$ cat src/rtl/input_handshake_unit_pkg.sv
// processor_pkg: shared constants and INPUT-handshake state encoding
//   OPCODE_INPUT   : opcode of the INPUT instruction
//   DEFAULT_DATA_W : default width of the board data switch word
//   in_state_e     : handshake FSM states
package processor_pkg;
  localparam logic [3:0] OPCODE_INPUT = 4'b1101;
  localparam int DEFAULT_DATA_W = 16;
  typedef enum logic [2:0] {
    IN_IDLE         = 3'd0,
    IN_ARM          = 3'd1,
    IN_WAIT_PRESS   = 3'd2,
    IN_WAIT_RELEASE = 3'd3,
    IN_DONE         = 3'd4
  } in_state_e;
endpackage

$ cat src/rtl/input_handshake_unit_switch_debouncer.sv
// switch_debouncer: two-flop synchronizer, stability counter and edge pulses
//   clk          : clock
//   reset        : synchronous active-low reset
//   i_switch_raw : asynchronous switch input
//   o_sw_level   : debounced level
//   o_press      : one-cycle pulse on debounced 0->1
//   o_release    : one-cycle pulse on debounced 1->0
module switch_debouncer #(
  parameter int DEBOUNCE_CYCLES = 4,
  parameter int CNT_W           = 20
) (
  input  logic clk,
  input  logic reset,
  input  logic i_switch_raw,
  output logic o_sw_level,
  output logic o_press,
  output logic o_release
);
  localparam logic [CNT_W-1:0] LAST = CNT_W'(DEBOUNCE_CYCLES - 1);
  logic             r_sync1, r_sync2, r_level, r_level_d;
  logic [CNT_W-1:0] r_cnt;
  always_ff @(posedge clk) begin
    if (!reset) begin
      r_sync1   <= 1'b0;
      r_sync2   <= 1'b0;
      r_level   <= 1'b0;
      r_level_d <= 1'b0;
      r_cnt     <= '0;
    end else begin
      r_sync1   <= i_switch_raw;
      r_sync2   <= r_sync1;
      r_level_d <= r_level;
      // any return to the current level restarts the stability window
      if (r_sync2 == r_level) r_cnt <= '0;
      else if (r_cnt == LAST) begin
        r_level <= ~r_level;
        r_cnt   <= '0;
      end else r_cnt <= r_cnt + CNT_W'(1);
    end
  end
  assign o_sw_level = r_level;
  assign o_press    = r_level & ~r_level_d;
  assign o_release  = ~r_level & r_level_d;
endmodule

$ cat src/rtl/input_handshake_unit.sv
// input_handshake_unit: stalls the PC on INPUT until a confirm switch press/release, then hands over the captured word
//   clk        : processor clock
//   reset      : synchronous active-low reset
//   input_req  : current instruction is INPUT
//   switch_raw : asynchronous confirm switch
//   data_raw   : board data switches
//   stall      : hold PC
//   data_valid : one-cycle pulse, data_out is committed this cycle
//   data_out   : captured word, held until next capture
//   sw_level   : debounced switch level
//   timeout    : pulses with data_valid when the wait expired (only with INPUT_TIMEOUT_EN)
// Optional feature macro: INPUT_TIMEOUT_EN adds TIMEOUT_CYCLES and the timeout output.
module input_handshake_unit
  import processor_pkg::*;
#(
  parameter int DATA_W          = DEFAULT_DATA_W,
  parameter int DEBOUNCE_CYCLES = 4,
  parameter int CNT_W           = 20
`ifdef INPUT_TIMEOUT_EN
  ,
  parameter int TIMEOUT_CYCLES  = 1000
`endif
) (
  input  logic              clk,
  input  logic              reset,
  input  logic              input_req,
  input  logic              switch_raw,
  input  logic [DATA_W-1:0] data_raw,
  output logic              stall,
  output logic              data_valid,
  output logic [DATA_W-1:0] data_out,
  output logic              sw_level
`ifdef INPUT_TIMEOUT_EN
  ,
  output logic              timeout
`endif
);
  in_state_e         r_state, w_next;
  logic              w_press, w_release, w_busy;
  logic [DATA_W-1:0] r_data;
  switch_debouncer #(
    .DEBOUNCE_CYCLES(DEBOUNCE_CYCLES),
    .CNT_W(CNT_W)
  ) u_deb (
    .clk(clk),
    .reset(reset),
    .i_switch_raw(switch_raw),
    .o_sw_level(sw_level),
    .o_press(w_press),
    .o_release(w_release)
  );
  assign w_busy = (r_state == IN_ARM) || (r_state == IN_WAIT_PRESS) || (r_state == IN_WAIT_RELEASE);
`ifdef INPUT_TIMEOUT_EN
  localparam int TO_W = $clog2(TIMEOUT_CYCLES + 1);
  logic [TO_W-1:0] r_to_cnt;
  logic            r_timed_out, w_to_hit;
  assign w_to_hit = w_busy && (r_to_cnt == TO_W'(TIMEOUT_CYCLES - 1));
  always_ff @(posedge clk) begin
    if (!reset) begin
      r_to_cnt    <= '0;
      r_timed_out <= 1'b0;
    end else begin
      r_to_cnt    <= w_busy && !w_to_hit ? r_to_cnt + TO_W'(1) : '0;
      r_timed_out <= w_to_hit;
    end
  end
`endif
  always_ff @(posedge clk) begin
    if (!reset) r_state <= IN_IDLE;
    else r_state <= w_next;
  end
  always_comb begin
    w_next = r_state;
    case (r_state)
      // a switch already held at request time must be released first
      IN_IDLE:         w_next = input_req ? (sw_level ? IN_ARM : IN_WAIT_PRESS) : IN_IDLE;
      IN_ARM:          w_next = w_release ? IN_WAIT_PRESS : IN_ARM;
      IN_WAIT_PRESS:   w_next = w_press ? IN_WAIT_RELEASE : IN_WAIT_PRESS;
      IN_WAIT_RELEASE: w_next = w_release ? IN_DONE : IN_WAIT_RELEASE;
      default:         w_next = IN_IDLE;
    endcase
`ifdef INPUT_TIMEOUT_EN
    if (w_to_hit) w_next = IN_DONE;
`endif
  end
  always_comb begin
    stall      = reset && ((r_state == IN_IDLE && input_req) || w_busy);
    data_valid = reset && (r_state == IN_DONE);
`ifdef INPUT_TIMEOUT_EN
    timeout    = data_valid && r_timed_out;
`endif
  end
  always_ff @(posedge clk) begin
    if (!reset) r_data <= '0;
`ifdef INPUT_TIMEOUT_EN
    // an expired wait before capture hands over zero instead of a stale word
    else if (w_to_hit && r_state != IN_WAIT_RELEASE) r_data <= '0;
`endif
    else if (r_state == IN_WAIT_PRESS && w_press) r_data <= data_raw;
  end
  assign data_out = r_data;
endmodule

$ cat config.mk
export PLATFORM = sky130hd
export DESIGN_NAME = input_handshake_unit
export DESIGN_NICKNAME = d
export VERILOG_FILES = /design/src/rtl/input_handshake_unit_pkg.sv /design/src/rtl/input_handshake_unit_switch_debouncer.sv /design/src/rtl/input_handshake_unit.sv
export SDC_FILE = /design/constraint.sdc
export NUM_CORES = 1
export LEC_CHECK = 0
export BUFFER_PORTS_ARGS = -buffer_cell sky130_fd_sc_hd__clkbuf_2
export CAP_MARGIN = 20
export CORE_ASPECT_RATIO = 1.25
export CORE_MARGIN = 5
export CORE_UTILIZATION = 57
export CTS_CLUSTER_DIAMETER = 40
export DETAILED_ROUTE_END_ITERATION = 12
export GPL_ROUTABILITY_DRIVEN = 0
export PLACE_DENSITY = 0.93
export SYNTH_ARGS = -nofsm -noshare
export SYNTH_HDL_FRONTEND = slang
export SYNTH_SLANG_ARGS = --single-unit
$ cat constraint.sdc
create_clock -name clk -period 3.9 [get_ports clk]
set_input_delay 0.585 -clock clk [delete_from_list [all_inputs] [get_ports clk]]
set_output_delay 0.585 -clock clk [all_outputs]
set_load 0.005 [all_outputs]
==> Flow_metrics.wiki, run 1 <==
{| class="wikitable"
! Metric !! Value
|-
| Result of the run || completed
|-
| H-Tree Depth || 2
|-
| Total number of placement rows || 23
|-
| Top cell by count, worst path || clkbuf_2
|-
| Summed negative setup slack over all endpoints || 0 ns
|-
| Number of remaining DRC errors || 0
|-
| Growth of design area from synthesis to finish || 15.87%
|-
| Count of hold buffers inserted by post-cts repair || 0
|-
| Layout Utilization || 0.6729
|-
| CP endpoint kind || output pin
|-
| Maximum number of pins on one net before global-route repair || 25
|-
| Average vias per placed instance || 5.498
|-
| Critical Path Max Stage Delay || 0.29 ns
|-
| Area post-placement || 2026 µm²
|-
| Cell-by-cell trace of the critical path || clkbuf_2 -> nor2b_1 -> o31a_1 -> clkbuf_2
|-
| Vert. Die Dim || 73.21 µm
|-
| Port-buffer cells || 38
|-
| Buffers plus inverters on the worst setup path || 2
|-
| Critical register-to-register path startpoint || u_deb.r_cnt[3]
|-
| CTS Sinks || 43
|-
| # fillers || 241
|-
| Initial Util || 0.5808
|-
| Number of maximum-capacitance violations || 0
|-
| Max-slew headroom at the worst pin || 0.5370
|-
| Path category of the worst min-delay check || reg2reg
|-
| Number of enable-type register cells in the synthesized netlist || 0
|-
| R2R setup slack || 2.02 ns
|-
| Setup repair after global routing missed its margin || false
|-
| Final slew viol count || 0
|-
| Maximum buffer depth of the clock tree || 2
|-
| Final #Nets || 272
|-
| Total area of multi-input combinational cells || 902.1 µm²
|-
| PD cells || 352.1 nW/µm²
|-
| Required time worst endpoint || 3.31 ns
|-
| Count of distinct cell types in the synthesized netlist || 33
|-
| Gate Count Post-Synth || 213
|-
| Net count after synthesis || 234
|-
| CTS tree || built
|-
| Critical Path Start Type || primary input
|-
| GR Overflow Total || 0
|-
| Fraction of layout cells with a size suffix above 1 || 0.2024
|-
| Critical Setup Path Class || in2out
|-
| Maximum achievable frequency || 499.0 MHz
|-
| Number of buffers created by CTS || 5
|-
| Via total after detailed routing || 1589
|-
| Die area || 4434 µm²
|-
| Seq. cell area || 860.8 µm²
|-
| CP delay by family, top || buffers and inverters
|-
| Total detailed-routing wirelength || 3722 µm
|-
| Sum of net half-perimeters after detailed placement || 2649 µm
|-
| Warnings from Yosys || 0
|-
| Fraction of the yosys area taken by sequential cells || 0.4725
|-
| Worst hold margin || 0.4474 ns
|-
| Depth of the most critical reg-to-reg path || 4
|-
| Clock latency of the later-clocked register in the worst-skew pair || 0.30 ns
|-
| Post-route design area || 2111 µm²
|-
| Chip width || 60.57 µm
|-
| Top fanout value on the critical path || 24
|-
| WL/cell || 12.88 µm
|-
| Endpoint, Worst Hold || u_deb.r_sync2
|-
| Clk_skew || 0.004095 ns
|-
| Top FF cell, synth || dfxtp_1
|-
| Post-synthesis register bit count || 43
|-
| Count of antenna-violating nets left after detailed routing || 0
|-
| Number of search-and-repair iterations in the first detailed-routing pass || 4
|-
| Ant diodes || 0
|-
| Wire length of the first global-routing pass || 6499 µm
|-
| Period utilization || 0.5138
|-
| Number of design-rule violations left by the first detailed-router iteration || 37
|-
| Number of top-level design ports || 39
|-
| Hold violation count in the final report || 0
|-
| Total routing resource utilization after global routing || 0.1927
|-
| Signal arrival time at the worst endpoint || 1.42 ns
|-
| Number of cells traversed by the worst hold path || 1
|-
| Final period demand of the worst path || 2.004 ns
|-
| Setup-violating endpoint count in the final report || 0
|-
| Setup repair bufs after CTS || 0
|-
| Worst R2R End || u_deb.r_cnt[17]
|-
| Worst ir drop on vdd || 321.1 µV
|-
| Leading cell types in the layout, fill and taps excluded || 44 x nand2_1, 43 x dfxtp_1, 38 x clkbuf_2, 28 x nor2_1, 14 x a21boi_0
|-
| Transition time at the pin with the least slew margin || 0.6946 ns
|-
| Min-delay src || u_deb.r_sync1
|-
| Worst-path cell with the longest stage delay || clkbuf_2
|-
| Leakage power figure || 0.0007490 µW
|-
| Clock transition at the register clock pins on the worst setup and hold paths after CTS || 0.08 ns
|-
| Root Driver || clkbuf_8
|-
| Leading cell type in the layout, fill and taps excluded || nand2_1
|-
| Share of flip-flops with an asynchronous set or reset after synthesis || 0
|-
| Core Footprint || 3137 µm²
|-
| Mean Syn Cell Area || 8.553 µm²
|-
| Antenna violations before repair || 0
|-
| Vias in the first global route || 1530
|-
| CTS resizes || 0
|-
| Post-synthesis instance area || 1822 µm²
|}
through the flow:
stage / cells / total power [µW] / worst slack [ns]
2_1_floorplan: 213 / 463.0 / 2.293
3_3_place_gp: 281 / 474.6 / 1.895
3_5_place_dp: 281 / 474.8 / 1.877
4_1_cts: 289 / 751.0 / 1.869
5_1_grt: 289 / 768.6 / 1.793
6_report: 289 / 743.2 / 1.896
cells in the mapped netlist (all sizes together) (2+ instances only):
master  instances  share of area
a21boi         16          0.066
a21oi           3         0.0082
and2            5          0.017
buf             3          0.012
clkbuf          5          0.010
dfxtp          43           0.47
inv             5          0.010
mux2i           2          0.011
nand2          44          0.091
nand3           5          0.014
nand4           5          0.021
nor2           28          0.058
nor2b           2         0.0069
nor3            7          0.022
nor4            8          0.031
o21ai           5          0.014
or4             3          0.014
xnor2          12          0.058
xor2            4          0.019
power by group:
part,internal (µW),switching (µW),total (µW),leakage (µW)
Combinational,12.2,9.37,21.6,0.000361
Clock,125,154,279,0.0000412
Sequential,441,2.12,443,0.000347
routing by layer:
metal / GRT usage / wire, µm
met1: 0.2212 / 1572
met2: 0.3187 / 1834
met3: 0.06018 / 215
met4: 0.09157 / 100
met5: 0 / 0
layout make-up:
cell class	count	area share
Clock inverter	2	0.005928
Sequential cell	43	0.4078
Inverter	5	0.008892
Timing Repair Buffer	39	0.09366
Clock buffer	6	0.03438
Tap cell	37	0.02193
Multi-Input combinational cell	157	0.4274
state kept, by name, summed over array words and instances (netlist names):
register,cells
u_deb.o_sw_level,1
u_deb.r_sync1,1
u_deb.r_cnt,20
data_out,16
u_deb.r_sync2,1
u_deb.r_level_d,1
r_state,3
how the worst max path moves through the flow:
stage	from	endpoint	slack [ns]	cells past startpoint
2_1_floorplan	u_deb.r_cnt[13]	u_deb.r_cnt[10]	2.29	4
3_3_place_gp	reset	stall	1.90	4
3_5_place_dp	reset	stall	1.88	4
4_1_cts	reset	stall	1.87	4
5_1_grt	reset	stall	1.79	4
6_report	reset	stall	1.90	4
logic make-up (layout without fill, tap and decap cells):
kind of cell               Yosys count  after routing  share of synthesized area
xor gates and xnor gates            16             16                    0.07692
adders and majority gates            1              1                   0.006867
buffers and inverters               13             52                    0.03228
DFF                                 43             43                     0.4725
muxes                                2              2                    0.01099
and+or+nand+nor                    110            110                     0.2864
AOI/OAI and AO/OA                   28             28                     0.1140
No activity file was read; power rests on OpenSTA's default activity.
==> inputs of run 2 (changes only) <==
--- a/config.mk
+++ b/config.mk
@@ -9,11 +9,11 @@
 export CAP_MARGIN = 20
 export CORE_ASPECT_RATIO = 1.25
 export CORE_MARGIN = 5
-export CORE_UTILIZATION = 57
+export CORE_UTILIZATION = 53
 export CTS_CLUSTER_DIAMETER = 40
 export DETAILED_ROUTE_END_ITERATION = 12
 export GPL_ROUTABILITY_DRIVEN = 0
-export PLACE_DENSITY = 0.93
+export PLACE_DENSITY = 0.88
 export SYNTH_ARGS = -nofsm -noshare
 export SYNTH_HDL_FRONTEND = slang
 export SYNTH_SLANG_ARGS = --single-unit
==> constraint.sdc (replaced) <==
create_clock -name clk -period 2 [get_ports clk]
set_input_delay 0.3 -clock clk [delete_from_list [all_inputs] [get_ports clk]]
set_output_delay 0.3 -clock clk [all_outputs]
set_load 0.005 [all_outputs]
==> run 2 against run 1 <==
Against the previous run:
- critical path depth did not move
- sequential power up 95%
- die area up 6.4%
- sequential cell count unchanged
- wire length down 1.8%
- via count is 3.7% lower
- power rose by 120%
- clock skew is 0.0015 ns higher
- register-to-register slack lost 1.7 ns
- first-iteration DRC count increased by 84%
- largest cell class unchanged
==> Flow_metrics.wiki, run 2 (synthesized netlist as in run 1, its figures left out) <==
{| class="wikitable"
! Metric !! Value
|-
| Result of the run || completed
|-
| Antenna violations before repair || 0 (unchanged)
|-
| Initial Util || 0.5602 (-0.02056)
|-
| Chip width || 62.44 µm (+3.1%)
|-
| Sum of net half-perimeters after detailed placement || 2624 µm (-0.98%)
|-
| Period utilization || 0.8489
|-
| Total number of placement rows || 23 (unchanged)
|-
| Worst slack at placement || 0.3214 ns (-1.556 ns)
|-
| Number of remaining DRC errors || 0 (unchanged)
|-
| Post-layout instance count excluding filler cells || 294 (+1.7%)
|-
| Number of design-rule violations left by the first detailed-router iteration || 68 (+84%)
|-
| Setup repair bufs after CTS || 0 (unchanged)
|-
| CTS resizes || 0 (unchanged)
|-
| Path category of the worst min-delay check || in2reg
|-
| Core Footprint || 3252 µm² (+3.7%)
|-
| Summed negative setup slack over all endpoints || 0 ns (unchanged)
|-
| Count of hold buffers inserted by post-cts repair || 0 (unchanged)
|-
| Leading cell types in the layout, fill and taps excluded || 44 x nand2_1, 43 x dfxtp_1, 38 x clkbuf_2, 28 x nor2_1, 14 x a21boi_0
|-
| Total routing resource utilization after global routing || 0.1693 (-0.02346)
|-
| Vias in the first global route || 1496 (-2.2%)
|-
| Port-buffer cells || 38 (unchanged)
|-
| Leading cell type in the layout, fill and taps excluded || nand2_1
|-
| Number of maximum-capacitance violations || 0 (unchanged)
|-
| Average vias per placed instance || 5.204 (-5.4%)
|-
| Least setup slack across all paths after layout || 0.3022 ns (-1.594 ns)
|-
| Number of instances in the placed design || 286 (+1.8%)
|-
| Worst-path cell with the longest stage delay || or4_1
|-
| Maximum buffer depth of the clock tree || 2 (unchanged)
|-
| Signal arrival time at the worst endpoint || 1.89 ns (+0.47 ns)
|-
| Fraction of layout cells with a size suffix above 1 || 0.2218 (+0.01941)
|-
| Via total after detailed routing || 1530 (-3.7%)
|-
| Number of search-and-repair iterations in the first detailed-routing pass || 4 (unchanged)
|-
| Ant diodes || 0 (unchanged)
|-
| Number of buffers created by CTS || 5 (unchanged)
|-
| Final period demand of the worst path || 1.698 ns
|-
| Clock transition at the register clock pins on the worst setup and hold paths after CTS || 0.08 ns (about the same)
|-
| Vert. Die Dim || 75.55 µm (+3.2%)
|-
| Maximum number of pins on one net before global-route repair || 22 (-12%)
|-
| Layout Utilization || 0.6706 (-0.002273)
|-
| Top fanout value on the critical path || 14 (-42%)
|-
| CTS Sinks || 43 (unchanged)
|-
| H-Tree Depth || 2 (unchanged)
|-
| CP endpoint kind || flip-flop
|-
| Cell-by-cell trace of the critical path || or4_1 -> o31ai_4 -> buf_4 -> nor2_1
|-
| Hold violation count in the final report || 0 (unchanged)
|-
| Wire length of the first global-routing pass || 6403 µm (-1.5%)
|-
| # fillers || 265 (+10%)
|-
| Critical Path Start Type || flip-flop
|-
| PD cells || 736.3 nW/µm² (+110%)
|-
| GR Overflow Total || 0 (unchanged)
|-
| Setup-violating endpoint count in the final report || 0 (unchanged)
|-
| Required time worst endpoint || 2.19 ns (-1.12 ns)
|-
| Worst ir drop on vdd || 575.3 µV (+79%)
|-
| CP delay by family, top || simple AND/OR/NAND/NOR gates
|-
| Count of antenna-violating nets left after detailed routing || 0 (unchanged)
|-
| Growth of design area from synthesis to finish || 19.71%
|-
| Root Driver || clkbuf_8
|-
| Most flops, register || u_deb.r_cnt
|-
| Final #Nets || 277 (+1.8%)
|-
| Setup repair after global routing missed its margin || false
|-
| WL/cell || 12.44 µm (-3.4%)
|-
| Clock latency of the later-clocked register in the worst-skew pair || 0.30 ns (about the same)
|-
| Critical Setup Path Class || reg2reg
|-
| Die area || 4717 µm² (+6.4%)
|-
| Final slew viol count || 0 (unchanged)
|-
| Clk_skew || 0.005549 ns (+0.001455 ns)
|-
| Number of top-level design ports || 39 (unchanged)
|-
| Transition time at the pin with the least slew margin || 0.5475 ns (-0.1470 ns)
|-
| CTS tree || built
|-
| Leakage power figure || 0.0007918 µW (+5.7%)
|-
| Buffers plus inverters on the worst setup path || 1 (-1)
|-
| Critical Path Max Stage Delay || 0.60 ns (+0.31 ns)
|-
| Max-slew headroom at the worst pin || 0.6350 (+0.09801)
|-
| Maximum achievable frequency || 589.0 MHz
|-
| Number of flip-flops in the largest register || 20 (unchanged)
|-
| Total detailed-routing wirelength || 3656 µm (-1.8%)
|}
[run 2: changes by cell type in the layout (fill, tap and decap cells not counted), sizes merged]
cell / previous run / this run
bufinv: 0 / 1
buf: 1 / 6
clkinvlp: 1 / 0
[run 2: path summary, 6_finish.rpt]
path | startpoint | end | slack [ns] | cells past startpoint
worst max-delay path | u_deb.r_cnt[13] | u_deb.r_cnt[2] | 0.30 | 4
worst min-delay path | switch_raw | u_deb.r_sync1 | 0.21 | 2
worst max register to register | u_deb.r_cnt[13] | u_deb.r_cnt[2] | 0.30 | 4
worst min register to register | u_deb.r_sync1 | u_deb.r_sync2 | 0.44 | 1
[run 2: area by class of cell]
class | instances | area (µm²) | area share
clock inverter | 2 | 35.03 | 0.01606
multi-input combinational | 157 | 902.1 | 0.4137
clock buffer | 6 | 82.58 | 0.03787
timing repair buffer | 44 | 235.2 | 0.1079
inverter | 5 | 18.77 | 0.008606
sequential | 43 | 860.8 | 0.3947
tap | 37 | 46.29 | 0.02123
[run 2: worst register-to-register path, delay by kind of cell, from the launching register on]
kind / cells / cell delay (ns)
AOI/OAI and AO/OA: 1 / 0.32
and+or+nand+nor: 2 / 0.67
DFF: 1 / 0.34
buffers and inverters: 1 / 0.26
[run 2: metrics by stage]
step,total power (µW),instance area [µm²],hold WS [ns]
3_3_place_gp,926.9,2063,0.4133
4_1_cts,1619,2181,0.2089
5_1_grt,1665,2181,0.2198
3_5_place_dp,927.9,2063,0.4211
6_report,1606,2181,0.2127
2_1_floorplan,902.8,1822,0.4119
[run 2: where the power goes]
group / internal (µW) / switching (µW) / leakage [µW]
registers: 859 / 4.03 / 0.000347
logic: 25.6 / 18.9 / 0.000384
clock network: 404 / 294 / 0.0000612
total: 1290 / 317 / 0.000792
[run 2: routing by layer]
metal  routed length, µm  vias up  GRT usage
li1                    -      802          -
met1                1594      689     0.1930
met2                1825       34     0.3030
met3                 174        5    0.03687
met4                  61        0    0.08491
met5                   0        -          0
==> inputs of run 3 (changes only) <==
==> constraint.sdc (replaced) <==
create_clock -name clk -period 1.6 [get_ports clk]
set_input_delay 0.24 -clock clk [delete_from_list [all_inputs] [get_ports clk]]
set_output_delay 0.24 -clock clk [all_outputs]
set_load 0.005 [all_outputs]
==> run 3 against run 2 <==
Against the previous run:
- clock skew fell by 0.0028 ns
- non-clock buffer count rose by 13
- core utilization rose by 2.5 points
- sequential share of layout area fell by 1.4 points
- wire length rose by 6.1%
- via count rose by 5.6%
- power rose by 11%
- worst hold slack got worse by 0.067 ns
- first-iteration DRC count fell by 13%
- sequential power rose by 25%
- critical path type unchanged
- critical endpoint is now u_deb.r_cnt[19]
==> Flow_metrics.wiki, run 3 (synthesized netlist as in run 1, its figures left out) <==
{| class="wikitable"
! Metric !! Value
|-
| Total detailed-routing wirelength || 3880 µm (+6.1%)
|-
| Clock transition at the register clock pins on the worst setup and hold paths after CTS || 0.07 ns (about the same)
|-
| Leading cell types in the layout, fill and taps excluded || 44 x nand2_1, 43 x dfxtp_1, 38 x clkbuf_2, 28 x nor2_1, 19 x buf_4
|-
| Final period demand of the worst path || 1.535 ns (-0.1623 ns)
|-
| Antenna violations before repair || 0 (unchanged)
|-
| Signal arrival time at the worst endpoint || 1.71 ns (-0.18 ns)
|-
| Transition time at the pin with the least slew margin || 0.3520 ns (-0.1955 ns)
|-
| Root Driver || clkbuf_8
|-
| PD cells || 790.2 nW/µm² (+7.3%)
|-
| Core Footprint || 3252 µm² (unchanged)
|-
| Maximum achievable frequency || 651.3 MHz (+11%)
|-
| Setup repair after global routing missed its margin || true
|-
| Maximum buffer depth of the clock tree || 2 (unchanged)
|-
| Ant diodes || 0 (unchanged)
|-
| Sum of net half-perimeters after detailed placement || 2835 µm (+8.1%)
|-
| Net switching fraction of the power || 0.2079 (+0.01044)
|-
| Top fanout value on the critical path || 9 (-5)
|-
| Number of instances in the placed design || 299 (+4.5%)
|-
| CTS tree || built
|-
| Cell internal pwr || 1415 µW (+9.8%)
|-
| Total routing resource utilization after global routing || 0.1776 (+0.008349)
|-
| Fraction of layout cells with a size suffix above 1 || 0.2593 (+0.03747)
|-
| Worst-path cell with the longest stage delay || or4_4
|-
| Wire length of the first global-routing pass || 6748 µm (+5.4%)
|-
| Worst hold margin || 0.1460 ns (-0.06665 ns)
|-
| Worst slack at placement || 0.06995 ns (-0.2515 ns)
|-
| Part of the power in combinational logic || 0.034 (+0.006)
|-
| Number of remaining DRC errors || 0 (unchanged)
|-
| Leading cell type in the layout, fill and taps excluded || nand2_1
|-
| CP endpoint kind || flip-flop
|-
| Seq. cell area || 860.8 µm² (unchanged)
|-
| CP delay by family, top || simple AND/OR/NAND/NOR gates
|-
| Layout Utilization || 0.6953 (+0.02462)
|-
| Chip width || 62.44 µm (unchanged)
|-
| WL/cell || 12.64 µm (+1.6%)
|-
| Via total after detailed routing || 1616 (+5.6%)
|-
| Period utilization || 0.9597 (+0.1108)
|-
| Critical Path Start Type || flip-flop
|-
| Worst ir drop on vdd || 670.9 µV (+17%)
|-
| Final slew viol count || 0 (unchanged)
|-
| Most flops, register || u_deb.r_cnt
|-
| Initial Util || 0.5602 (unchanged)
|-
| Growth of design area from synthesis to finish || 24.11%
|-
| Min-delay src || switch_raw
|-
| Number of search-and-repair iterations in the first detailed-routing pass || 4 (unchanged)
|-
| Leakage power figure || 0.0008450 µW (+6.7%)
|-
| GR Overflow Total || 0 (unchanged)
|-
| Number of design-rule violations left by the first detailed-router iteration || 59 (-13%)
|-
| Switching power || 371.4 µW (+17%)
|-
| Hold violation count in the final report || 0 (unchanged)
|-
| Die area || 4717 µm² (unchanged)
|-
| Max-slew headroom at the worst pin || 0.7647 (+0.1297)
|-
| Average vias per placed instance || 5.264 (+1.1%)
|-
| Vias in the first global route || 1600 (+7.0%)
|-
| Result of the run || completed
|-
| Clock latency of the later-clocked register in the worst-skew pair || 0.29 ns (about the same)
|-
| Proportion of power drawn by the clock network || 0.363 (-0.072)
|-
| Buffers plus inverters on the worst setup path || 1 (unchanged)
|-
| Count of hold buffers inserted by post-cts repair || 0 (unchanged)
|-
| Port-buffer cells || 38 (unchanged)
|-
| Critical Path Max Stage Delay || 0.56 ns (-0.04 ns)
|-
| Final #Nets || 290 (+4.7%)
|-
| Number of buffers created by CTS || 5 (unchanged)
|-
| Total area of multi-input combinational cells || 920.9 µm² (+2.1%)
|-
| Number of maximum-capacitance violations || 0 (unchanged)
|-
| Critical Setup Path Class || reg2reg
|-
| Cell-by-cell trace of the critical path || or4_4 -> o31ai_4 -> buf_4 -> a21oi_1
|-
| Reg power frac || 0.603 (+0.065)
|-
| # fillers || 289 (+9.1%)
|-
| Total number of placement rows || 23 (unchanged)
|-
| Crit path from || u_deb.r_cnt[13]
|-
| Required time worst endpoint || 1.78 ns (-0.41 ns)
|-
| Path category of the worst min-delay check || in2reg
|-
| Maximum number of pins on one net before global-route repair || 21 (-4.5%)
|-
| CTS Sinks || 43 (unchanged)
|-
| Total power draw || 1787 µW (+11%)
|-
| Critical register-to-register path startpoint || u_deb.r_cnt[13]
|-
| Setup-violating endpoint count in the final report || 0 (unchanged)
|-
| Least setup slack across all paths after layout || 0.06451 ns (-0.2377 ns)
|-
| Count of antenna-violating nets left after detailed routing || 0 (unchanged)
|-
| H-Tree Depth || 2 (unchanged)
|-
| Number of top-level design ports || 39 (unchanged)
|-
| Vert. Die Dim || 75.55 µm (unchanged)
|-
| Post-layout instance count excluding filler cells || 307 (+4.4%)
|-
| Clk_skew || 0.002738 ns (-0.002812 ns)
|-
| Number of flip-flops in the largest register || 20 (unchanged)
|}
run 3: layout make-up:
cell class	instances	area share
multi-input cells	157	0.4073
flip-flops and latches	43	0.3807
repair buffers	57	0.1472
clock buffers	7	0.03376
well taps	37	0.02048
inverters	5	0.008301
clock inverters	1	0.002214
run 3: worst paths after layout:
check / endpoint / slack (ns) / cells past startpoint
max: u_deb.r_cnt[19] / 0.06 / 4
min: u_deb.r_sync1 / 0.15 / 2
max reg2reg: u_deb.r_cnt[19] / 0.06 / 4
min reg2reg: u_deb.r_sync2 / 0.44 / 1
run 3: stage by stage:
step,TNS [ns],area [µm²]
after floorplan,0,1826
after global placement,0,2165
after detailed placement,0,2165
after CTS,0,2246
after global routing,-0.005085,2261
final,0,2261
run 3: layer usage:
metal / up-vias / global-route usage / part of all wire
met2: 40 / 0.3272 / 0.50
met5: - / 0 / 0
met4: 0 / 0.08491 / 0.022
li1: 828 / - / -
met1: 738 / 0.1904 / 0.42
met3: 10 / 0.04867 / 0.059
run 3: timing repair:
item | in CTS | in global routing
endpoints found under the setup margin | 0 | 4
resized for setup | 0 | 2
setup buffers | 0 | 0
run 3: worst register-to-register path, delay by kind of cell (launching register included):
kind	cells	cell delay, ns
and+or+nand+nor	1	0.56
AOI/OAI and AO/OA	2	0.31
DFF	1	0.34
buffers and inverters	1	0.20
run 3: power groups by stage:
stage	clock network, µW	logic [µW]	registers, µW
2_1_floorplan	0	25.5	1100
3_3_place_gp	0	61.0	1100
3_5_place_dp	0	61.6	1100
4_1_cts	669	62.1	1080
5_1_grt	718	70.2	1080
6_report	648	61.6	1080
